$ cat config.mk
export PLATFORM = sky130hd
export DESIGN_NAME = axi_inf_write_state_core
export DESIGN_NICKNAME = d
export VERILOG_FILES = /design/src/rtl/vdma_axi_pkg.sv /design/src/rtl/axi_wr_beat_counter.sv /design/src/rtl/axi_inf_write_state_core.sv
export SDC_FILE = /design/constraint.sdc
export NUM_CORES = 1
export LEC_CHECK = 0
export BUFFER_PORTS_ARGS = -buffer_cell sky130_fd_sc_hd__clkbuf_2
export CORE_AREA = 2 2 258 260
export DETAILED_ROUTE_END_ITERATION = 10
export DIE_AREA = 0 0 260 262
export HOLD_SLACK_MARGIN = 0.02
export PLACE_DENSITY_LB_ADDON = 0.25
export SYNTH_ARGS = -nofsm -noshare
export SYNTH_HDL_FRONTEND = slang
export SYNTH_SLANG_ARGS = --single-unit
$ cat constraint.sdc
create_clock -name axi_aclk -period 1.59 [get_ports axi_aclk]
set_input_delay 0.0795 -clock axi_aclk [delete_from_list [all_inputs] [get_ports axi_aclk]]
set_output_delay 0.0795 -clock axi_aclk [all_outputs]
set_load 0.1 [all_outputs]
$ cat src/rtl/vdma_axi_pkg.sv
// Shared state encoding, AXI constants and helpers for the VDMA AXI state cores.
package vdma_axi_pkg;

    typedef enum logic [2:0] {
        StIdle,
        StAddr,
        StData,
        StResp,
        StDone
    } axi_state_e;

    localparam logic [1:0]  BURST_INCR = 2'b01;
    localparam logic [3:0]  CACHE_DEF  = 4'b0011;
    localparam logic [1:0]  RESP_OKAY  = 2'b00;
    localparam int unsigned WDOG_W     = 10;

    // AXI AxSIZE encoding for a data bus of dsize bits.
    function automatic logic [2:0] axi_size(input int unsigned dsize);
        return 3'($clog2(dsize / 8));
    endfunction

endpackage

$ cat src/rtl/axi_wr_beat_counter.sv
// Counts accepted W beats of the current burst and flags the beat that must carry WLAST.
module axi_wr_beat_counter #(
    parameter int unsigned LSIZE = 9
) (
    input  logic             i_clk,
    input  logic             i_rst_n,
    input  logic             i_clear,
    input  logic             i_incr,
    input  logic [LSIZE-1:0] i_len,
    output logic             o_last
);

    logic [LSIZE-1:0] r_count;
    logic [LSIZE-1:0] w_count_nxt;

    // Clear wins: it fires on AW accept, before any beat of the burst can handshake.
    always_comb begin
        w_count_nxt = r_count;
        if (i_clear) begin
            w_count_nxt = '0;
        end else if (i_incr) begin
            w_count_nxt = r_count + 1'b1;
        end
    end

    always_ff @(posedge i_clk or negedge i_rst_n) begin
        if (!i_rst_n) begin
            r_count <= '0;
        end else begin
            r_count <= w_count_nxt;
        end
    end

    assign o_last = (r_count == i_len);

endmodule

$ cat src/rtl/axi_inf_write_state_core.sv
// AXI4 write burst engine: one AW per request, W beats from a show-ahead FIFO, then B.
// Optional macro AXI_WR_TIMEOUT_EN adds a watchdog on the B-response wait.
module axi_inf_write_state_core
    import vdma_axi_pkg::*;
#(
    parameter int unsigned IDSIZE    = 4,
    parameter int unsigned ID        = 0,
    parameter int unsigned LSIZE     = 9,
    parameter int unsigned ASIZE     = 29,
    parameter int unsigned AXI_DSIZE = 256
) (
    input  logic                   axi_aclk,
    input  logic                   axi_resetn,
    input  logic                   write_req,
    input  logic [LSIZE-1:0]       req_len,
    input  logic [ASIZE-1:0]       req_addr,
    output logic                   req_resp,
    output logic                   req_done,
    output logic                   req_err,
    output logic                   pull_data_en,
    input  logic [AXI_DSIZE-1:0]   wdata_in,
    input  logic                   wdata_valid,
    output logic [IDSIZE-1:0]      axi_awid,
    output logic [ASIZE-1:0]       axi_awaddr,
    output logic [LSIZE-1:0]       axi_awlen,
    output logic [2:0]             axi_awsize,
    output logic [1:0]             axi_awburst,
    output logic                   axi_awlock,
    output logic [3:0]             axi_awcache,
    output logic [2:0]             axi_awprot,
    output logic [3:0]             axi_awqos,
    output logic                   axi_awvalid,
    input  logic                   axi_awready,
    output logic [AXI_DSIZE-1:0]   axi_wdata,
    output logic [AXI_DSIZE/8-1:0] axi_wstrb,
    output logic                   axi_wlast,
    output logic                   axi_wvalid,
    input  logic                   axi_wready,
    input  logic [IDSIZE-1:0]      axi_bid,
    input  logic [1:0]             axi_bresp,
    input  logic                   axi_bvalid,
    output logic                   axi_bready
);

    localparam logic [IDSIZE-1:0] ID_V = IDSIZE'(ID);

    axi_state_e       r_state, w_state_nxt;
    logic             r_awvalid, w_awvalid_nxt;
    logic             r_bready, w_bready_nxt;
    logic             r_req_resp, w_req_resp_nxt;
    logic             r_req_done, w_req_done_nxt;
    logic             r_req_err, w_req_err_nxt;
    logic [ASIZE-1:0] r_awaddr, w_awaddr_nxt;
    logic [LSIZE-1:0] r_awlen, w_awlen_nxt;

    logic w_aw_hs;
    logic w_wvalid;
    logic w_w_hs;
    logic w_last;
    logic w_cnt_clear;
    logic w_b_hs;
    logic w_b_err;
    logic w_unused_bresp0;

    assign w_aw_hs  = r_awvalid & axi_awready;
    assign w_wvalid = (r_state == StData) & wdata_valid;
    assign w_w_hs   = w_wvalid & axi_wready;
    assign w_b_hs   = r_bready & axi_bvalid;
    // Only SLVERR/DECERR count as failures; EXOKAY is not expected but is benign.
    assign w_b_err  = axi_bresp[1] | (axi_bid != ID_V);
    assign w_unused_bresp0 = axi_bresp[0];

    axi_wr_beat_counter #(
        .LSIZE (LSIZE)
    ) u_beat_counter (
        .i_clk   (axi_aclk),
        .i_rst_n (axi_resetn),
        .i_clear (w_cnt_clear),
        .i_incr  (w_w_hs),
        .i_len   (r_awlen),
        .o_last  (w_last)
    );

`ifdef AXI_WR_TIMEOUT_EN
    logic [WDOG_W-1:0] r_wdog, w_wdog_nxt;
    logic              w_wdog_expired;

    assign w_wdog_expired = (r_wdog == '1);

    always_comb begin
        w_wdog_nxt = '0;
        if (r_state == StResp) begin
            w_wdog_nxt = r_wdog + 1'b1;
        end
    end

    always_ff @(posedge axi_aclk or negedge axi_resetn) begin
        if (!axi_resetn) begin
            r_wdog <= '0;
        end else begin
            r_wdog <= w_wdog_nxt;
        end
    end
`else
    logic w_wdog_expired;
    assign w_wdog_expired = 1'b0;
`endif

    always_comb begin
        w_state_nxt    = r_state;
        w_awvalid_nxt  = r_awvalid;
        w_bready_nxt   = r_bready;
        w_req_resp_nxt = 1'b0;
        w_req_done_nxt = 1'b0;
        w_req_err_nxt  = r_req_err;
        w_awaddr_nxt   = r_awaddr;
        w_awlen_nxt    = r_awlen;
        w_cnt_clear    = 1'b0;
        unique case (r_state)
            StIdle: begin
                if (write_req) begin
                    w_awaddr_nxt   = req_addr;
                    w_awlen_nxt    = req_len;
                    w_req_resp_nxt = 1'b1;
                    w_awvalid_nxt  = 1'b1;
                    w_state_nxt    = StAddr;
                end
            end
            StAddr: begin
                if (w_aw_hs) begin
                    w_awvalid_nxt = 1'b0;
                    w_cnt_clear   = 1'b1;
                    w_state_nxt   = StData;
                end
            end
            StData: begin
                if (w_w_hs && w_last) begin
                    w_bready_nxt = 1'b1;
                    w_state_nxt  = StResp;
                end
            end
            StResp: begin
                if (w_b_hs) begin
                    w_bready_nxt   = 1'b0;
                    w_req_done_nxt = 1'b1;
                    w_state_nxt    = StDone;
                    if (w_b_err) begin
                        w_req_err_nxt = 1'b1;
                    end
                end else if (w_wdog_expired) begin
                    w_bready_nxt   = 1'b0;
                    w_req_done_nxt = 1'b1;
                    w_req_err_nxt  = 1'b1;
                    w_state_nxt    = StDone;
                end
            end
            StDone: begin
                w_state_nxt = StIdle;
            end
            default: begin
                w_state_nxt = StIdle;
            end
        endcase
    end

    always_ff @(posedge axi_aclk or negedge axi_resetn) begin
        if (!axi_resetn) begin
            r_state    <= StIdle;
            r_awvalid  <= 1'b0;
            r_bready   <= 1'b0;
            r_req_resp <= 1'b0;
            r_req_done <= 1'b0;
            r_req_err  <= 1'b0;
            r_awaddr   <= '0;
            r_awlen    <= '0;
        end else begin
            r_state    <= w_state_nxt;
            r_awvalid  <= w_awvalid_nxt;
            r_bready   <= w_bready_nxt;
            r_req_resp <= w_req_resp_nxt;
            r_req_done <= w_req_done_nxt;
            r_req_err  <= w_req_err_nxt;
            r_awaddr   <= w_awaddr_nxt;
            r_awlen    <= w_awlen_nxt;
        end
    end

    assign req_resp     = r_req_resp;
    assign req_done     = r_req_done;
    assign req_err      = r_req_err;
    assign pull_data_en = w_w_hs;

    assign axi_awid     = ID_V;
    assign axi_awaddr   = r_awaddr;
    assign axi_awlen    = r_awlen;
    assign axi_awsize   = axi_size(AXI_DSIZE);
    assign axi_awburst  = BURST_INCR;
    assign axi_awlock   = 1'b0;
    assign axi_awcache  = CACHE_DEF;
    assign axi_awprot   = 3'b000;
    assign axi_awqos    = 4'b0000;
    assign axi_awvalid  = r_awvalid;

    assign axi_wdata    = wdata_in;
    assign axi_wstrb    = '1;
    assign axi_wlast    = (r_state == StData) & w_last;
    assign axi_wvalid   = w_wvalid;
    assign axi_bready   = r_bready;

endmodule

Word level (Yosys, flattened, before mapping)
Cells that the tools add are included.

Flip-flop bits (word level): 55. Input bits: 307. Output and inout bits: 355. Word-level logic and storage cells: 54.

$add $sub $neg: 1. Eq/ne operators: 8. Muxes and demuxes: 19. Bitwise gates (word level): 6. Reduce and logical (&&, ||, !) cells: 11.

Operators by type and width (count): $mux 9 (2); $mux 3 (4); $pmux 3 s4 (1); $mux 1 (10); $add 9x1->9 const B (1); $eq 9x9->1 (1); $reduce_and 3->1 (3); $eq 3x2->1 const B (2); $ne 2x2->1 const B (3); $reduce_bool 2->1 (3); $and 1x1->1 (5); $pmux 1 s2 (2); $reduce_and 4->1 (1); $reduce_bool 4->1 (1); $eq 3x1->1 const B (1); $logic_not 3->1 (1); $ne 2x1->1 const B (1); $reduce_and 2->1 (1); $logic_and 1x1->1 (1); $or 1x1->1 (1).

Depth between registers and ports, before layout
Depth in word-level cells: 6. Mapped depth: 7. Mapped depth without buffers: 5.

Cells and area by module
From an unflattened synthesis, not the netlist that was laid out.

Cells, all modules: 484. Area total of the unflattened synthesis: 4753.3 um^2.

By module, submodules not included: axi_inf_write_state_core (instances 1, cells an instance 429, area each 4210.3 um^2, seq. area each 1151.1 um^2); axi_wr_beat_counter (instances 1, cells an instance 55, area each 543.0 um^2, seq. area each 225.2 um^2).

Worst setup path after synthesis
Ideal clock, no wire load.

Path kind: register to output. From: reg r_awlen[5], in the netlist axi_awlen[5]. To: out axi_wlast. Arrival: 4.629 ns. Data required time: 1.510 ns. Slack: -3.119 ns. Cell stages (with the launch flop): 5. Path buffers: 0. Cells stage by stage: dfrtp_1 -> xor2_1 -> nor4_1 -> nand3_1 -> nor4b_1.

Word-level cells in the longest chain between the ends: 2.

RTL lines: start: declaration (RTL line axi_inf_write_state_core.sv:54) `logic [LSIZE-1:0] r_awlen, w_awlen_nxt;`; start signal: assignment (RTL line axi_inf_write_state_core.sv:184) `r_awlen <= w_awlen_nxt;`; $eq 9x9->1 (RTL line axi_wr_beat_counter.sv:34) `assign o_last = (r_count == i_len);`; $and 1x1->1 (RTL line axi_inf_write_state_core.sv:206) `assign axi_wlast = (r_state == StData) & w_last;`; end: declaration (RTL line axi_inf_write_state_core.sv:36) `output logic axi_wlast,`.

Every way passes these cells.

Worst setup path after layout
From: reg r_awlen[2], in the netlist axi_awlen[2]. To: out axi_wlast.

The elaborated chain is that of the path after synthesis.

==> impl_metrics.ini <==
[status]
outcome = complete, but fails checks
violations = negative setup slack

[routing]
wl_per_cell_um = 15.9
firstDrtPassIters = 4
remaining_drc_errors = 0
drt_iter0_drc = 54
routed_via_density = 2.05
drt_wl_total_mm = 20.2
postRouteAntennaNets = 0
vias = 2602

[power_and_ir_drop]
powerDensity_nw_per_um2 = 2170
peakVddDrop_mv = 1.39
p_leak_uw = 0.00226
power_uw = 11700

[cts]
clock-sinks = 55
cts_buffers = 5
htreeDepth = 2
clk_latency_ns = 0.33
root_buffer = clkbuf_16
cts_tree = built
clk_path_buf_depth = 2
clk_pin_slew_ns = 0.07

[synth]
synth_top_area_share = 0.502
yosys_warnings = 0
ys_seq_area_frac = 0.297
synth_ff_type = dfrtp_1
netlist_instances = 482
async_reset_ff_frac = 1.00
synth_top_cell_by_area = buf_4
yosys_register_bits = 55
synth_area_sq_um = 4640
synth_edf_count = 0
syn_area_per_cell_sq_um = 9.63
ys_top_cells_by_area = buf_4 50%, dfrtp_1 30%, mux2_2 8.5%
synth_cell_types = 33

[cells_and_area]
fillCellCount = 7632
final_core_util = 0.0822
final_cell_mix = 91 x clkbuf_2, 53 x conb_1, 42 x dfrtp_1, 40 x dlygate4sd3_1, 38 x mux2_4
drive_gt1_frac = 0.527
final_common_cell = clkbuf_2
syn_to_final_growth_pct = 15.6
n_antenna_cell = 0
stdcell_count = 1272
fin_nets = 715

[sta]
max_freq_mhz = 495
final_max_slew_viol_count = 0
layout_min_cycle_time_ns = 2.02
fin_crit_sh = 1.27
max-slew-margin-rel = 0.612
fin_ws_ns = -0.429
rsz0062_at_grt = yes
setup_viol = 18
hold_viol = 0
fin_skew_ns = 0.0150
tightest_slew_ns = 0.584

[worst_setup_path]
worstSetupStartpointType = flop
worstSetupEndpointType = output port
arrival_ns = 1.94
worstPathMaxFanout = 2
critical_path_required_ns = 1.51
slowest_delay_ns = 0.48
slowest_stage = dfrtp_4
crit_type = reg2out
crit_chain = xor2_1 -> nor4_2 -> nand3_1 -> nor4b_4 -> buf_12

[floorplanning]
rows = 94
num_io_pins = 662
dieWidth_um = 260
die_h_um = 262
core-area_sq_um = 65300
start_util = 0.0711
dieArea_sq_um = 68100

[grt]
antenna_found_initial = 0
grt_max_degree = 25
grt_pass1_vias = 2772
overflow = 0
grt_pass1_wl_mm = 24.3
grt_usage = 0.0545

[placed_design]
place_congestion = 0.634
port_buffers = 95
dp_slack_ns = -0.239
dp_hpwl_mm = 15.6
post-place-cells = 1208

[worst_hold_path]
hp-class = in2reg

[flow_run]
drv_cap = 0
## timing repair
action,4_1_cts,5_1_grt
hold buffers,40,0
cloned,4,3
setup endpoints to repair,40,44
setup buffers,11,2
pin swaps,5,3
resized for setup,42,24
endpoints found under the hold margin,70,0
## where the power goes
| group | switching [uW] | internal, uW |
|---|---|---|
| Clock | 620 | 589 |
| Combinational | 5900 | 2120 |
| Sequential | 387 | 2040 |
| Total | 6910 | 4750 |
## final timing paths
path | slack (ns) | endpoint | start | cells past startpoint
setup / recovery | -0.43 | axi_wlast | axi_awlen[2]$_DFFE_PN0P_ | 5
hold / removal | 0.08 | req_err$_DFFE_PN0P_ | axi_bresp[1] | 4
setup reg to reg | -0.01 | axi_awlen[8]$_DFFE_PN0P_ | r_state[2]$_DFFE_PN0P_ | 5
hold reg to reg | 0.48 | req_err$_DFFE_PN0P_ | req_err$_DFFE_PN0P_ | 1
max in group asynchronous | 0.68 | axi_awaddr[4]$_DFFE_PN0P_ | axi_resetn | 3
min in group asynchronous | 0.20 | axi_awaddr[1]$_DFFE_PN0P_ | axi_resetn | 2
## sequential cells by signal, summed over array words and instances (netlist names)
name                    cells
axi_bready                  1
u_beat_counter.r_count      9
req_done                    1
axi_awlen                   9
axi_awaddr                 29
req_resp                    1
axi_awvalid                 1
req_err                     1
r_state                     3
## layer usage
metal | wire [um] | track usage | vias to the layer above
met5 | 73 | 0.00764 | -
met4 | 1710 | 0.0506 | 2
met3 | 4300 | 0.0517 | 131
met2 | 9720 | 0.0876 | 333
met1 | 4420 | 0.0353 | 1120
li1 | - | - | 1016
## synthesized netlist by cell type (all sizes together), types with 2 or more instances
master / n
mux2: 38
o21ai: 5
dfrtp: 55
nand3: 7
a21oi: 2
and2: 3
nor3: 2
and3: 2
nor2: 13
xor2: 15
nand4: 5
conb: 2
nor3b: 2
nor4b: 2
buf: 317
## worst max-delay path, delay by kind of cell (launching register included)
family,cells,cell delay (ns)
XOR/XNOR,1,0.15
flip-flops,1,0.48
AND/OR/NAND/NOR,3,0.77
buffers and inverters,1,0.22
## layout make-up
cell class              count  area [sq um]  share of cell area
flip-flops and latches     55          1400               0.261
clock buffers               5           125              0.0233
repair buffers            184          1440               0.268
well taps                 864          1080               0.202
inverters                   1          3.75            0.000700
clock inverters             3          18.8             0.00350
multi-input cells         160          1300               0.243
## logic make-up (layout without fill, tap and decap cells)
logic type,after synthesis,after routing,synth area share
simple gates,43,43,0.0553
buf+inv,318,193,0.510
other cells,2,53,0.00162
flops,55,55,0.297
fa+ha+maj,1,1,0.00270
mux,39,39,0.0944
xor+xnor,16,16,0.0302
compound gates,8,8,0.00917
## per-stage QoR
stage	cell area, sq um	hold slack, ns	TNS, ns
final	5360	0.0847	-0.504
after global routing	5360	0.105	-2.86
after CTS	5250	0.0823	-2.32
after detailed placement	4410	0.0384	-1.25
after global placement	4410	0.0270	-1.55
after floorplan	4920	-0.216	-1.02
No activity file was read; power rests on OpenSTA's default activity.
